### src/rtl/fa32_share_arb.sv
// fa32_share_arb: two requesters share one 32-bit add/subtract unit.
// A round-robin grant in IDLE accepts one operation and registers its
// operands. EXEC runs the shared adder for one cycle. RESP holds the
// captured result and flags until the consumer takes them.

// One-bit full adder cell used to build the ripple chain.
module FullAdderBit (
  input  logic a,
  input  logic b,
  input  logic cin,
  output logic s,
  output logic cout
);
  assign s    = a ^ b ^ cin;
  assign cout = (a & b) | (cin & (a ^ b));
endmodule

// Ripple-carry add/subtract unit with status flags.
// ctrl=0 computes a+b, ctrl=1 computes a+~b+1. For subtraction the carry
// out is inverted so cf reads as a borrow (1 when a < b unsigned).
module FA_32bits #(
  parameter int W = 32
) (
  input  logic [W-1:0] a,
  input  logic [W-1:0] b,
  input  logic         ctrl,
  output logic [W-1:0] s,
  output logic         of,
  output logic         cf,
  output logic         zf,
  output logic         sf,
  output logic         pf
);
  logic [W-1:0] b_eff;
  logic [W:0]   carry;

  assign b_eff    = b ^ {W{ctrl}};
  assign carry[0] = ctrl;

  for (genvar i = 0; i < W; i++) begin : g_bit
    FullAdderBit u_bit (
      .a   (a[i]),
      .b   (b_eff[i]),
      .cin (carry[i]),
      .s   (s[i]),
      .cout(carry[i+1])
    );
  end

  // Signed overflow is the carry into the sign bit differing from the carry out.
  assign of = carry[W] ^ carry[W-1];
  assign cf = carry[W] ^ ctrl;
  assign zf = (s == '0);
  assign sf = s[W-1];
  assign pf = ~^s[7:0];
endmodule

module fa32_share_arb #(
  parameter int W = 32
) (
  input  logic         clk,
  input  logic         rst,
  input  logic         req0_valid,
  output logic         req0_ready,
  input  logic         req0_ctrl,
  input  logic [W-1:0] req0_a,
  input  logic [W-1:0] req0_b,
  input  logic         req1_valid,
  output logic         req1_ready,
  input  logic         req1_ctrl,
  input  logic [W-1:0] req1_a,
  input  logic [W-1:0] req1_b,
  output logic         resp_valid,
  input  logic         resp_ready,
  output logic         resp_id,
  output logic [W-1:0] resp_s,
  output logic         resp_of,
  output logic         resp_cf,
  output logic         resp_zf,
  output logic         resp_sf,
  output logic         resp_pf
);
  typedef enum logic [1:0] {
    IDLE = 2'd0,
    EXEC = 2'd1,
    RESP = 2'd2
  } state_t;

  state_t       state;
  state_t       next_state;

  // rr=0 favours requester 0, rr=1 favours requester 1 on contention.
  logic         rr;
  logic         grant_valid;
  logic         grant_id;
  logic         accept;

  logic         op_ctrl;
  logic         op_id;
  logic [W-1:0] op_a;
  logic [W-1:0] op_b;

  logic [W-1:0] sum;
  logic         sum_of;
  logic         sum_cf;
  logic         sum_zf;
  logic         sum_sf;
  logic         sum_pf;

  FA_32bits #(.W(W)) u_adder (
    .a   (op_a),
    .b   (op_b),
    .ctrl(op_ctrl),
    .s   (sum),
    .of  (sum_of),
    .cf  (sum_cf),
    .zf  (sum_zf),
    .sf  (sum_sf),
    .pf  (sum_pf)
  );

  // Round-robin grant: a lone requester wins, contention goes to the rr favourite.
  always_comb begin
    grant_valid = req0_valid | req1_valid;
    grant_id    = 1'b0;
    if (req0_valid && req1_valid) begin
      grant_id = rr;
    end else if (req1_valid) begin
      grant_id = 1'b1;
    end
  end

  // Next-state and handshake decode; readys are only offered in IDLE.
  always_comb begin
    next_state = state;
    req0_ready = 1'b0;
    req1_ready = 1'b0;
    accept     = 1'b0;
    case (state)
      IDLE: begin
        req0_ready = grant_valid && (grant_id == 1'b0);
        req1_ready = grant_valid && (grant_id == 1'b1);
        if (grant_valid) begin
          accept     = 1'b1;
          next_state = EXEC;
        end
      end
      EXEC: begin
        next_state = RESP;
      end
      RESP: begin
        if (resp_ready) begin
          next_state = IDLE;
        end
      end
      default: begin
        next_state = IDLE;
      end
    endcase
  end

  // State register.
  always_ff @(posedge clk) begin
    if (rst) begin
      state <= IDLE;
    end else begin
      state <= next_state;
    end
  end

  // Latch the granted operation and hand priority to the other port.
  always_ff @(posedge clk) begin
    if (rst) begin
      rr      <= 1'b0;
      op_ctrl <= 1'b0;
      op_id   <= 1'b0;
      op_a    <= '0;
      op_b    <= '0;
    end else if (accept) begin
      rr      <= ~grant_id;
      op_id   <= grant_id;
      op_ctrl <= grant_id ? req1_ctrl : req0_ctrl;
      op_a    <= grant_id ? req1_a    : req0_a;
      op_b    <= grant_id ? req1_b    : req0_b;
    end
  end

  // Capture adder result and flags at the end of EXEC; they hold through RESP.
  always_ff @(posedge clk) begin
    if (rst) begin
      resp_id <= 1'b0;
      resp_s  <= '0;
      resp_of <= 1'b0;
      resp_cf <= 1'b0;
      resp_zf <= 1'b0;
      resp_sf <= 1'b0;
      resp_pf <= 1'b0;
    end else if (state == EXEC) begin
      resp_id <= op_id;
      resp_s  <= sum;
      resp_of <= sum_of;
      resp_cf <= sum_cf;
      resp_zf <= sum_zf;
      resp_sf <= sum_sf;
      resp_pf <= sum_pf;
    end
  end

  assign resp_valid = (state == RESP);

endmodule

### config.mk
export PLATFORM = sky130hd
export DESIGN_NAME = fa32_share_arb
export DESIGN_NICKNAME = d
export VERILOG_FILES = /design/src/rtl/fa32_share_arb.sv
export SDC_FILE = /design/constraint.sdc
export NUM_CORES = 1
export LEC_CHECK = 0
export CORE_ASPECT_RATIO = 1.4
export CORE_MARGIN = 2
export CORE_UTILIZATION = 44
export CTS_CLUSTER_DIAMETER = 200
export CTS_CLUSTER_SIZE = 30
export DETAILED_ROUTE_END_ITERATION = 8
export GPL_ROUTABILITY_DRIVEN = 0
export PLACE_DENSITY = 0.78
export SLEW_MARGIN = 10
export SYNTH_ARGS = -nofsm -noshare
export SYNTH_HDL_FRONTEND = slang
export SYNTH_SLANG_ARGS = --single-unit
### constraint.sdc
create_clock -name clk -period 13.5 [get_ports clk]
set_input_delay 4.05 -clock clk [delete_from_list [all_inputs] [get_ports clk]]
set_output_delay 4.05 -clock clk [all_outputs]
set_load 0.1 [all_outputs]
==> impl_metrics.csv <==
group,metric,value,unit
run_status,status,"finished clean",
global_routing,overflow,0,
routing,viasPerCell,5.70,
global_routing,grt_pass1_vias,5589,
clock_network,clk_path_buf_depth,2,
sta,fin_crit_sh,96.5,%
floorplanning,die_h,143,um
synth,synth_seq_cells,106,
global_routing,antenna_found_initial,0,
layout,final_layout_size_suffix_gt1_share,10.9,%
pwr,p_leak,2.67,nW
global_routing,grtUsageTotal,23.6,%
synth,syn-instance-count,666,
floorplanning,core_area,0.0134,sq mm
sta,final.setup.worst_slack,0.466,ns
sta,fmax,0.0767,GHz
routing,drt-total-wl,17400,um
clock_network,cts.sinks,106,
sta,setup_viol,0,
floorplanning,pin_count,176,
routing,wl_per_cell,17.9,um
synth,synth_nets,836,
layout,finalInstanceArea,0.00804,sq mm
sta,hold_viol,0,
clock_network,clk_pin_slew,0.07,ns
synth,async_reset_ff_share,0,%
synth,synth_ff_type,"dfxtp_1",
place,port_buffers,175,
floorplanning,start_util,45.1,%
pwr,ir_worst_vdd,74.2,uV
floorplanning,rows,50,
synth,synth_warnings,0,
routing,drt_iter0_markers,283,
place,place_area,0.00767,sq mm
synth,netlist_area,0.00604,sq mm
layout,nFillCells,1172,
sta,relSlewSlack,32.4,%
global_routing,grt_pass1_wl,27100,um
worst_setup_path,cp-end-kind,"flop",
clock_network,root_buffer,"clkbuf_16",
floorplanning,dieArea,0.0147,sq mm
clock_network,numCtsBuffers,9,
worst_setup_path,path_class,"reg -> reg",
pwr,p_per_area,142,mW/mm^2
worst_setup_path,crit_path_start_kind,"flop",
place,dp_hpwl,12800,um
worst_setup_path,critPathMaxStageDelay,0.56,ns
layout,layout_common_cells,"clkdlybuf4s50_1, dfxtp_1, nand3_1",
place,preCtsSetupSlack,-0.225,ns
sta,slew_viol_final,0,
worst_setup_path,slowest_stage,"fa_1",
clock_network,ctsHoldBuffers,0,
worst_setup_path,cp.arrival,13.33,ns
synth,ys_seq_area_share,35.1,%
hold_path,hold_class,"reg -> reg",
job,maxCapViolCount,0,
worst_setup_path,critPathMaxFanout,3,
sta,period_minus_slack,13.03,ns
synth,synth_edf_count,0,
routing,ant_nets,0,
synth,syn_avg_cell_area,9.07,sq um
layout,final_common_cell,"clkdlybuf4s50_1",
synth,post_synth_num_cell_types,39,
clock_network,cts_tree,"yes",
worst_setup_path,cpMostUsedCell,"fa_1",
floorplanning,die_w,103,um
routing,via_count,5546,
sta,fin_tns_setup,0,ns
clock_network,htreeDepth,3,
layout,layout.nets,956,
layout,insertedDiodeCount,0,
sta,skew,0.0106,ns
sta,tightest_slew,1.01,ns
routing,route.detailed.drc,0,
routing,drt_first_pass_iters,5,
clock_network,post_cts_buffers,0,
layout,synthToLayoutAreaGrowth,33.1,%
clock_network,clk_latency,0.35,ns
worst_setup_path,required,13.80,ns
global_routing,grt_max_degree,73,
-- cells by family after synthesis --
kind of cell    after synthesis  share of synthesized area [%]
buf+inv                     116                           9.63
simple gates                134                           10.8
compound gates              237                           27.8
fa+ha+maj                    35                           11.1
mux                           1                          0.186
xor+xnor                     37                           5.36
flops                       106                           35.1
-- cells in the mapped netlist, types with 20 or more instances --
library cell | count | area (sq um)
a21oi_1 | 53 | 265
o21ai_0 | 59 | 295
inv_1 | 40 | 150
fa_1 | 31 | 621
a311oi_1 | 46 | 403
a21oi_2 | 20 | 175
nor2_1 | 29 | 109
buf_2 | 35 | 175
dfxtp_1 | 106 | 2120
clkbuf_1 | 21 | 78.8
nand3_1 | 63 | 315
xnor2_1 | 30 | 263
a211oi_1 | 27 | 203
-- through the flow --
stage / cells / total power, W / hold WS [ns] / util, %
3_3_place_gp: 956 / 0.000861 / 0.448 / 57.3
6_report: 973 / 0.00114 / 0.456 / 60.1
5_1_grt: 973 / 0.00120 / 0.484 / 60.1
2_1_floorplan: 666 / 0.000735 / 0.428 / -
4_1_cts: 972 / 0.00114 / 0.462 / 59.6
3_5_place_dp: 956 / 0.000875 / 0.453 / 57.3
-- flip-flops by register name, summed over array words and instances, names as in the netlist --
| name | flops |
|---|---|
| op_a | 32 |
| state | 2 |
| op_ctrl | 1 |
| resp_cf | 1 |
| rr | 1 |
| op_id | 1 |
| resp_of | 1 |
| resp_s | 32 |
| resp_id | 1 |
| op_b | 32 |
| resp_pf | 1 |
| resp_zf | 1 |
-- worst max-delay path: cells and delay by family, from the launching register on --
kind | cells | cell delay [ns]
AO/OA/AOI/OAI | 1 | 0.16
adder cells (fa/ha/maj) | 31 | 11.36
buffers and inverters | 7 | 0.49
flip-flops | 1 | 0.35
multiplexers | 1 | 0.26
AND/OR/NAND/NOR | 2 | 0.37
-- cell type report --
class | instances | area [sq um] | area share (%)
clock buffer | 14 | 264 | 3.28
clock inverter | 2 | 35.0 | 0.436
inverter | 40 | 150 | 1.87
multi-input combinational | 444 | 3400 | 42.3
sequential | 106 | 2120 | 26.4
tap | 182 | 228 | 2.83
timing repair buffer | 185 | 1840 | 22.9
-- where the power goes --
group	internal [W]	total, W	switching, W
Combinational	0.000187	0.000497	0.000309
Sequential	0.000353	0.000382	0.0000290
Clock	0.000154	0.000265	0.000111
-- worst paths after layout --
check | slack (ns) | start | end | cells after the start
max reg2reg | 0.47 | op_b[0]$_SDFFE_PP0P_ | resp_zf$_SDFFE_PP0N_ | 42
min | 0.46 | resp_s[1]$_SDFFE_PP0N_ | resp_s[1]$_SDFFE_PP0N_ | 2
min reg2reg | 0.46 | resp_s[1]$_SDFFE_PP0N_ | resp_s[1]$_SDFFE_PP0N_ | 2
max | 0.47 | op_b[0]$_SDFFE_PP0P_ | resp_zf$_SDFFE_PP0N_ | 42
-- layer usage --
metal | vias up | global-route usage [%] | wire [um]
met5 | - | 0 | 0
met4 | 0 | 11.5 | 642
met3 | 44 | 3.23 | 953
met2 | 211 | 40.5 | 8950
met1 | 2649 | 28.7 | 6900
li1 | 2642 | - | -
-- repair_timing --
action / 4_1_cts / 5_1_grt
pin swaps: 1 / 3
gates cloned: 0 / 0
gates resized for setup: 4 / 13
setup endpoints to repair: 3 / 4
(Power assumes the default switching activity.)
